## src/rtl/life_engine.sv

```systemverilog
// Conway's Game of Life engine: ROWS x COLS register grid, B3/S23,
// optional toroidal wrap, generation counter, still-life/extinction halt.
module life_engine #(
  parameter int ROWS  = 8,
  parameter int COLS  = 8,
  parameter int GEN_W = 16
) (
  input  logic                 clk,
  input  logic                 reset_n,
  input  logic [ROWS*COLS-1:0] seed,
  input  logic                 load,
  input  logic                 run,
  input  logic                 step,
  input  logic                 tick,
  input  logic                 wrap,
  output logic [ROWS*COLS-1:0] grid_out,
  output logic [GEN_W-1:0]     gen_count,
  output logic                 running,
  output logic                 stable,
  output logic                 extinct
);

  localparam int N = ROWS * COLS;

  localparam logic [1:0] S_IDLE = 2'd0;
  localparam logic [1:0] S_RUN  = 2'd1;
  localparam logic [1:0] S_HALT = 2'd2;

  logic [N-1:0]     grid_q, grid_d;
  logic [GEN_W-1:0] gen_q, gen_d;
  logic [1:0]       state_q, state_d;
  logic             stable_q, stable_d;
  logic             extinct_q, extinct_d;

  logic [N-1:0]     next_grid;
  logic             same;
  logic             evolve;

  // Neighbour indices are elaboration-time constants; only edge
  // validity depends on wrap at run time.
  for (genvar r = 0; r < ROWS; r++) begin : g_row
    for (genvar c = 0; c < COLS; c++) begin : g_col
      localparam int RU = (r + ROWS - 1) % ROWS;
      localparam int RD = (r + 1) % ROWS;
      localparam int CL = (c + COLS - 1) % COLS;
      localparam int CR = (c + 1) % COLS;

      logic       vu, vd, vl, vr;
      logic [7:0] nb;
      logic [3:0] cnt;

      assign vu = wrap | (r != 0);
      assign vd = wrap | (r != ROWS - 1);
      assign vl = wrap | (c != 0);
      assign vr = wrap | (c != COLS - 1);

      assign nb[0] = vu & vl & grid_q[RU*COLS+CL];
      assign nb[1] = vu & grid_q[RU*COLS+c];
      assign nb[2] = vu & vr & grid_q[RU*COLS+CR];
      assign nb[3] = vl & grid_q[r*COLS+CL];
      assign nb[4] = vr & grid_q[r*COLS+CR];
      assign nb[5] = vd & vl & grid_q[RD*COLS+CL];
      assign nb[6] = vd & grid_q[RD*COLS+c];
      assign nb[7] = vd & vr & grid_q[RD*COLS+CR];

      assign cnt = 4'($countones(nb));

      assign next_grid[r*COLS+c] =
        (cnt == 4'd3) |
        ((cnt == 4'd2) & grid_q[r*COLS+c]);
    end
  end

  assign same = (next_grid == grid_q);

  always_comb begin
    grid_d    = grid_q;
    gen_d     = gen_q;
    state_d   = state_q;
    stable_d  = stable_q;
    extinct_d = extinct_q;
    evolve    = 1'b0;
    if (load) begin
      grid_d    = seed;
      gen_d     = '0;
      stable_d  = 1'b0;
      extinct_d = 1'b0;
      state_d   = S_IDLE;
    end else begin
      unique case (state_q)
        S_IDLE: begin
          evolve = step;
          if (run) state_d = S_RUN;
        end
        S_RUN: begin
          if (!run) begin
            state_d = S_IDLE;
          end else if (tick) begin
            evolve = 1'b1;
            if (same) state_d = S_HALT;
          end
        end
        S_HALT: begin
          if (!run) state_d = S_IDLE;
        end
        default: state_d = S_IDLE;
      endcase
      if (evolve) begin
        if (!same) begin
          grid_d    = next_grid;
          gen_d     = (gen_q == {GEN_W{1'b1}}) ?
                      gen_q : gen_q + GEN_W'(1);
          stable_d  = 1'b0;
          extinct_d = 1'b0;
        end else begin
          stable_d  = 1'b1;
          extinct_d = ~|grid_q;
        end
      end
    end
  end

  always_ff @(posedge clk or negedge reset_n) begin
    if (!reset_n) begin
      grid_q    <= '0;
      gen_q     <= '0;
      state_q   <= S_IDLE;
      stable_q  <= 1'b0;
      extinct_q <= 1'b0;
    end else begin
      grid_q    <= grid_d;
      gen_q     <= gen_d;
      state_q   <= state_d;
      stable_q  <= stable_d;
      extinct_q <= extinct_d;
    end
  end

  assign grid_out  = grid_q;
  assign gen_count = gen_q;
  assign running   = (state_q == S_RUN);
  assign stable    = stable_q;
  assign extinct   = extinct_q;

endmodule

```

## config.mk

```make
export PLATFORM = sky130hd
export DESIGN_NAME = life_engine
export DESIGN_NICKNAME = d
export VERILOG_FILES = /design/src/rtl/life_engine.sv
export SDC_FILE = /design/constraint.sdc
export NUM_CORES = 1
export LEC_CHECK = 0
export CAP_MARGIN = 20
export CORE_ASPECT_RATIO = 1.75
export CORE_UTILIZATION = 31
export CTS_CLUSTER_DIAMETER = 100
export CTS_CLUSTER_SIZE = 28
export DETAILED_ROUTE_END_ITERATION = 8
export GPL_TIMING_DRIVEN = 0
export HOLD_SLACK_MARGIN = 0.02
export PLACE_DENSITY = 0.61
export SKIP_LAST_GASP = 1
export SYNTH_ARGS = -nofsm -noshare
export SYNTH_HDL_FRONTEND = slang
export SYNTH_SLANG_ARGS = --single-unit
```

## constraint.sdc

```tcl
create_clock -name clk -period 5.7 [get_ports clk]
set_clock_uncertainty 0.15 [all_clocks]
set_input_delay 1.71 -clock clk [delete_from_list [all_inputs] [get_ports clk]]
set_output_delay 1.71 -clock clk [all_outputs]
set_load 0.05 [all_outputs]
```

# After elaboration in Yosys (flattened, before gate mapping)
# Index checks and enable logic that the tools add are counted.
[word_totals]
word_cells = 681
latch_bits = 0
output_inout_bits = 83
n_memories = 0
rom_bits = 0
ramBits = 0
register_bits = 84
[op_classes]
n_div = 0
multipliers = 0
magnitude_cmp = 0
eq_ne = 138
n_reduce_logical = 7
shifts = 0
n_addsub = 351
bitwise = 156
n_mux = 24
[ops]
columns = ["cell", "count"]
rows = [
  ["equality test 4 x 2 -> 1 bit (second input constant)", 128],
  ["adder 1 x 1 -> 2 bit", 158],
  ["adder 4 bit", 68],
  ["adder 2 x 2 -> 3 bit", 86],
  ["two-way mux 64 bit", 3],
  ["adder 3 x 4 -> 4 bit", 28],
  ["bitwise AND 1 bit", 92],
  ["equality test 64 bit", 1],
  ["two-way mux 16 bit", 4],
  ["bitwise OR 1 bit", 64],
  ["OR reduction 64 bit", 1],
  ["adder 3 x 3 -> 4 bit", 8],
  ["adder 16 x 1 -> 16 bit (second input constant)", 1],
  ["equality test 16 bit (second input constant)", 1],
  ["two-way mux 2 bit", 6],
  ["two-way mux 1 bit", 9],
  ["inequality test 3 bit (second input constant)", 2],
  ["one-hot mux 2 bit (3 select lines)", 1],
  ["adder 4 x 2 -> 4 bit", 1],
  ["adder 4 x 3 -> 4 bit", 1],
  ["inequality test 2 bit (second input constant)", 2],
  ["inequality test 4 x 3 -> 1 bit (second input constant)", 1],
  ["inequality test 4 bit (second input constant)", 1],
  ["AND reduction 4 bit", 1],
  ["other kinds (8)", 8],
]

# Depth between registers and ports, before layout
[logic_depth]
ltp_word = 13
depth_mapped = 22
ltp_nobuf = 19

# Worst setup path before layout
# Ideal clock, no wire load.
[synth_path]
path_type = "input-to-reg"
start = "input wrap"
end = "register grid_q[14] (netlist: grid_out[14])"
arrival_time_ps = 6778
setup_time_ps = 121
slack_ps = -1349
path_stages = 19
path_buffers = 5
cell_sequence = "clkbuf_1 > clkbuf_1 > clkbuf_1 > nand2_1 > fa_1 > fa_1 > inv_1 > ha_1 > fa_1 > nor3b_1 > o21ai_0 > or4_1 > or4_1 > or4b_4 > o21a_1 > buf_6 > buf_6 > a21o_1 > a22o_1"
[synth_between]
elab_chain_len = 10
elab_cells_between_ends = 275
classes_between = "add/sub (132); eq/ne (58); bitwise (84); reduce/logical (1)"
[synth_rtl]
columns = ["item", "line_no", "text"]
rows = [
  ["from (decl)", "15", "input logic wrap,"],
  ["bitwise AND 1 bit, or another cell as far along", "59, 61, 64", ""],
  ["adder 1 x 1 -> 2 bit (implied by the code)", "66", "assign cnt = 4'($countones(nb));"],
  ["adder 4 bit (implied by the code) or adder 2 x 2 -> 3 bit (tied branches)", "66", ""],
  ["adder 4 bit (implied by the code), or another cell as far along", "66", ""],
  ["equality test 4 x 2 -> 1 bit", "70", "((cnt == 4'd2) & grid_q[r*COLS+c]);"],
  ["bitwise AND 1 bit", "70", ""],
  ["bitwise OR 1 bit", "69", "(cnt == 4'd3) |"],
  ["equality test 64 bit (*)", "74", "assign same = (next_grid == grid_q);"],
  ["inequality test 2 bit (no line) (*)", "-", ""],
  ["AND reduction 2 bit (no line) (*)", "-", ""],
  ["to (signal assigned)", "131", "grid_q <= grid_d;"],
  ["to (decl)", "29", "logic [N-1:0] grid_q, grid_d;"],
]
# Every way passes the cells marked *; elsewhere a longest branch is shown, timed or not.
# A chain may end at the register's enable or synchronous reset.

# Final worst setup path
[layout_path]
start = "register grid_q[6] (netlist: grid_out[6])"
end = "register grid_q[44] (netlist: grid_out[44])"
[layout_between]
elab_chain_len = 10
elab_cells_between_ends = 61
classes_between = "add/sub (23); eq/ne (18); bitwise (19); reduce/logical (1)"
[layout_rtl]
columns = ["item", "line_no"]
rows = [
  ["bitwise AND 1 bit", "62, 63, 64"],
  ["adder 1 x 1 -> 2 bit (implied by the code)", "66"],
  ["adder 4 bit (implied by the code) (2 in a row)", "66"],
  ["equality test 4 x 2 -> 1 bit", "70"],
  ["bitwise AND 1 bit", "70"],
  ["bitwise OR 1 bit", "69"],
  ["equality test 64 bit (*)", "74"],
  ["inequality test 2 bit (no line) (*)", "-"],
  ["AND reduction 2 bit (no line) (*)", "-"],
]
# Marks and branches as above.

==> summary.md <==
| Metric | Value |
|---|---|
| Status | complete, but fails checks |
| Failing checks | setup timing |
| CP peak stage delay | between 700 and 800 ps |
| Die ar. | roughly 0.057 sq mm |
| Drt total wl | a little over 80000 microns |
| Worst hold start | state_q[1] |
| Non-Filler Instances | between 2000 and 3000 |
| CTS tree | built |
| Routed via count | 15400 |
| DP Worst Slack | -3310 ps |
| Crit. End Element | flip-flop |
| CP startpoint | grid_out[6] |
| Die Width | around 180 microns |
| Number of global-route vias before repair | about 17000 |
| Buffer depth of the longest clock path | 2 |
| Drt drc | 0 |
| Syn Nets | around 2600 |
| Port bufs | about 150 |
| Core area | approximately 0.055 sq mm |
| FFs w/ async S/R, synth | 100% |
| Number of antenna repair diodes | 0 |
| Post-synthesis adder-cell area fraction | between 40% and 50% |
| RSZ-0062 raised after global routing | yes |
| Routed WL per cell | 28.8 microns |
| CTS Buf Count | 9 |
| Nets@finish | about 2800 |
| Kind of start point of the critical path | flip-flop |
| Critical R2R Launch | grid_out[6] |
| Share of layout cells above drive strength 1 | around an eighth |
| Fmax | roughly 0.14 GHz |
| Global-route wire length before repair | roughly 120000 microns |
| Worst-path maximum fanout | 11 |
| Least-Margin Pin Slew | between 1000 and 1500 ps |
| Slew Viols, Final | 0 |
| Primary FF master, synth | dfrtp_1 |
| Area Overhead vs Synth | 26.2% |
| Number of synthesized register bits | 84 |
| Final Hold Vio Count | 0 |
| Crit path kind | reg -> reg |
| Ports | 154 |
| Clk root buf | clkbuf_16 |
| Initial antenna violation count | 0 |
| Worst min path class | reg -> reg |
| GRT Total Usage | between 20% and 30% |
| Post-detailed-route count of antenna-violating nets | 0 |
| Mean Syn Cell Area | 9.04 sq um |
| Combinational family with the most area after synthesis | adder cells |
| Final min period | about 7000 ps |
| Final instance area | between 0.02 and 0.025 sq mm |
| Synth cell types | between 60 and 70 |
| Initial Util | between 30% and 40% |
| HPWL Detailed | approximately 67000 microns |
| Initial DRC count | between 800 and 900 |
| Worst Slack Setup Final | -1280 ps |
| Final period util | 123% |
| Worst-path clk slew | about 80 ps |
| Row cnt | around 110 |
| GRT overflow | 0 |
| Max_slew headroom | around a fifth |
| Post-synthesis compound-gate area fraction | between 10% and 20% |
| Sequential share of the synthesized area | between 10% and 20% |
| Pre-antenna DRT Iters | 5 |
| Multiplexer share of the synthesized area | around 1.8% |
| Syn Inst Count | 1930 |
| XOR/XNOR Fraction of Synth Area | between 1 and 1.5% |
| Htree depth | 3 |
| Clock latency on the worst-skew pair | roughly 400 ps |
| Dpl cells | 2784 |
| Mapped cell area | roughly 0.017 sq mm |
| Largest net degree at the start of global routing | 46 |
| Simple-gate share of the synthesized area | between 10% and 20% |
| Die Span Y | roughly 320 microns |
| CP Cell Sequence | clkbuf_1 -> inv_1 -> nor2_1 -> fa_1 -> inv_1 -> fa_1 -> inv_1 -> ha_1 -> fa_1 -> nor3b_1 -> o2111ai_1 -> or3_1 -> or4b_4 -> o21a_1 -> buf_12 -> buf_12 -> a21o_1 -> a22o_1 |
| Post-synth EDFFs | 0 |
| Final setup fails | 84 |
| Max-cap viol count | 0 |
| Clock sinks | 84 |
| Slowest cell on crit path | clkbuf_1 |
| GP Congestion | 0.980 |
| Arr. time, crit path | approximately 7100 ps |
| Vias per inst | around 5.4 |
| CP Data Required Time | ~6000 ps |
| Layout Utilization | between 30% and 40% |
| Placed Area | 0.0201 sq mm |
| Syn. warnings | 0 |
==> worst max-delay path, delay by kind of cell (launching register included) <==
family | cells | cell delay [ps]
AO/OA/AOI/OAI | 4 | 900
adder cells (fa/ha/maj) | 4 | 1430
buffers and inverters | 6 | 1850
flip-flops | 1 | 510
AND/OR/NAND/NOR | 4 | 1990
==> placed cells by master, fill, tap and decap left out, types with 23 or more instances in the layout <==
cell / synthesis / routed
dfrtp_1: 84 / 84
nand4_1: 24 / 24
inv_1: 470 / 465
nor2_1: 70 / 54
fa_1: 233 / 229
o31ai_1: 35 / 24
a21oi_1: 108 / 71
buf_4: 4 / 23
ha_1: 321 / 315
a21oi_2: 0 / 32
clkdlybuf4s50_1: 0 / 150
a21o_1: 25 / 25
nand3_1: 39 / 38
nand2_1: 129 / 115
==> kinds of logic (layout without fill, tap and decap cells) <==
group           count (synthesis)  count (layout)
buf+inv                       523             738
simple gates                  428             428
fa+ha+maj                     554             554
mux                            31              31
xor+xnor                       27              27
flops                          84              84
compound gates                283             283
==> metrics by stage <==
step / hold slack, ps / setup TNS, ps
after global placement: 366 / -394870
after floorplan: 337 / -74690
after detailed placement: 377 / -263480
after global routing: 423 / -104290
final: 383 / -98380
after CTS: 388 / -97870
==> worst paths after layout <==
| kind | end | slack, ps | cells past startpoint |
|---|---|---|---|
| max in group asynchronous | grid_out[17] | 3430 | 2 |
| worst max register to register | grid_out[44] | -1280 | 18 |
| min in group asynchronous | gen_count[11] | 1170 | 1 |
| worst min register to register | state_q[0] | 380 | 1 |
| worst max-delay path | grid_out[44] | -1280 | 18 |
| worst min-delay path | state_q[0] | 380 | 1 |
==> layer usage <==
metal / track usage [%] / vias to the layer above / share of wire, %
met4: 30.0 / 0 / 12
met3: 4.15 / 315 / 4.8
met5: 0 / - / 0
met1: 28.5 / 7715 / 33
li1: - / 6726 / -
met2: 50.9 / 626 / 50
==> cells in the mapped netlist, types with 5 or more instances <==
cell | n | area share, %
a2111oi_0 | 5 | 0.25
a211oi_1 | 10 | 0.43
a21o_1 | 25 | 1.1
a21oi_1 | 108 | 3.1
a22o_1 | 18 | 0.90
a31oi_1 | 6 | 0.22
and2_1 | 19 | 0.68
and3_1 | 13 | 0.47
buf_2 | 8 | 0.23
buf_6 | 8 | 0.52
clkbuf_1 | 28 | 0.60
dfrtp_1 | 84 | 12
fa_1 | 233 | 27
ha_1 | 321 | 23
inv_1 | 470 | 10
mux2_2 | 8 | 0.52
mux2i_1 | 23 | 1.3
nand2_1 | 129 | 2.8
nand2b_1 | 15 | 0.54
nand3_1 | 39 | 1.1
nand4_1 | 24 | 0.86
nor2_1 | 70 | 1.5
nor2b_1 | 21 | 0.75
nor3_1 | 15 | 0.43
nor3b_1 | 26 | 1.1
nor4_1 | 10 | 0.36
nor4b_1 | 5 | 0.25
o2111ai_1 | 5 | 0.25
o21a_1 | 5 | 0.22
o21ai_0 | 28 | 0.80
o21ai_1 | 6 | 0.17
o31ai_1 | 35 | 1.5
or3_1 | 16 | 0.57
or4b_2 | 5 | 0.29
xnor2_1 | 18 | 0.90
xor2_1 | 9 | 0.45
==> final cells by class <==
| type | instances | area (sq um) |
|---|---|---|
| clock buffers | 9 | 225 |
| plain buffers | 51 | 582 |
| clock inverters | 7 | 104 |
| repair buffers | 200 | 2150 |
| flip-flops and latches | 84 | 2100 |
| multi-input cells | 1323 | 14200 |
| inverters | 471 | 1780 |
| fillers | 5510 | 33500 |
| well taps | 696 | 871 |
==> state kept, by name, indices dropped and copies added, names as in the netlist <==
signal and flops:
extinct 1, gen_count 16, grid_out 64, stable 1, state_q 2
==> timing repair <==
item	CTS	global route
cloned	7	2
pin swaps	49	48
resized for setup	158	115
buffers inserted	24	9
setup endpoints to repair	84	84
hold buffers	0	0
Power is not shown: default switching activity piles up to over one toggle a cycle in this logic, so the estimate is an artifact.
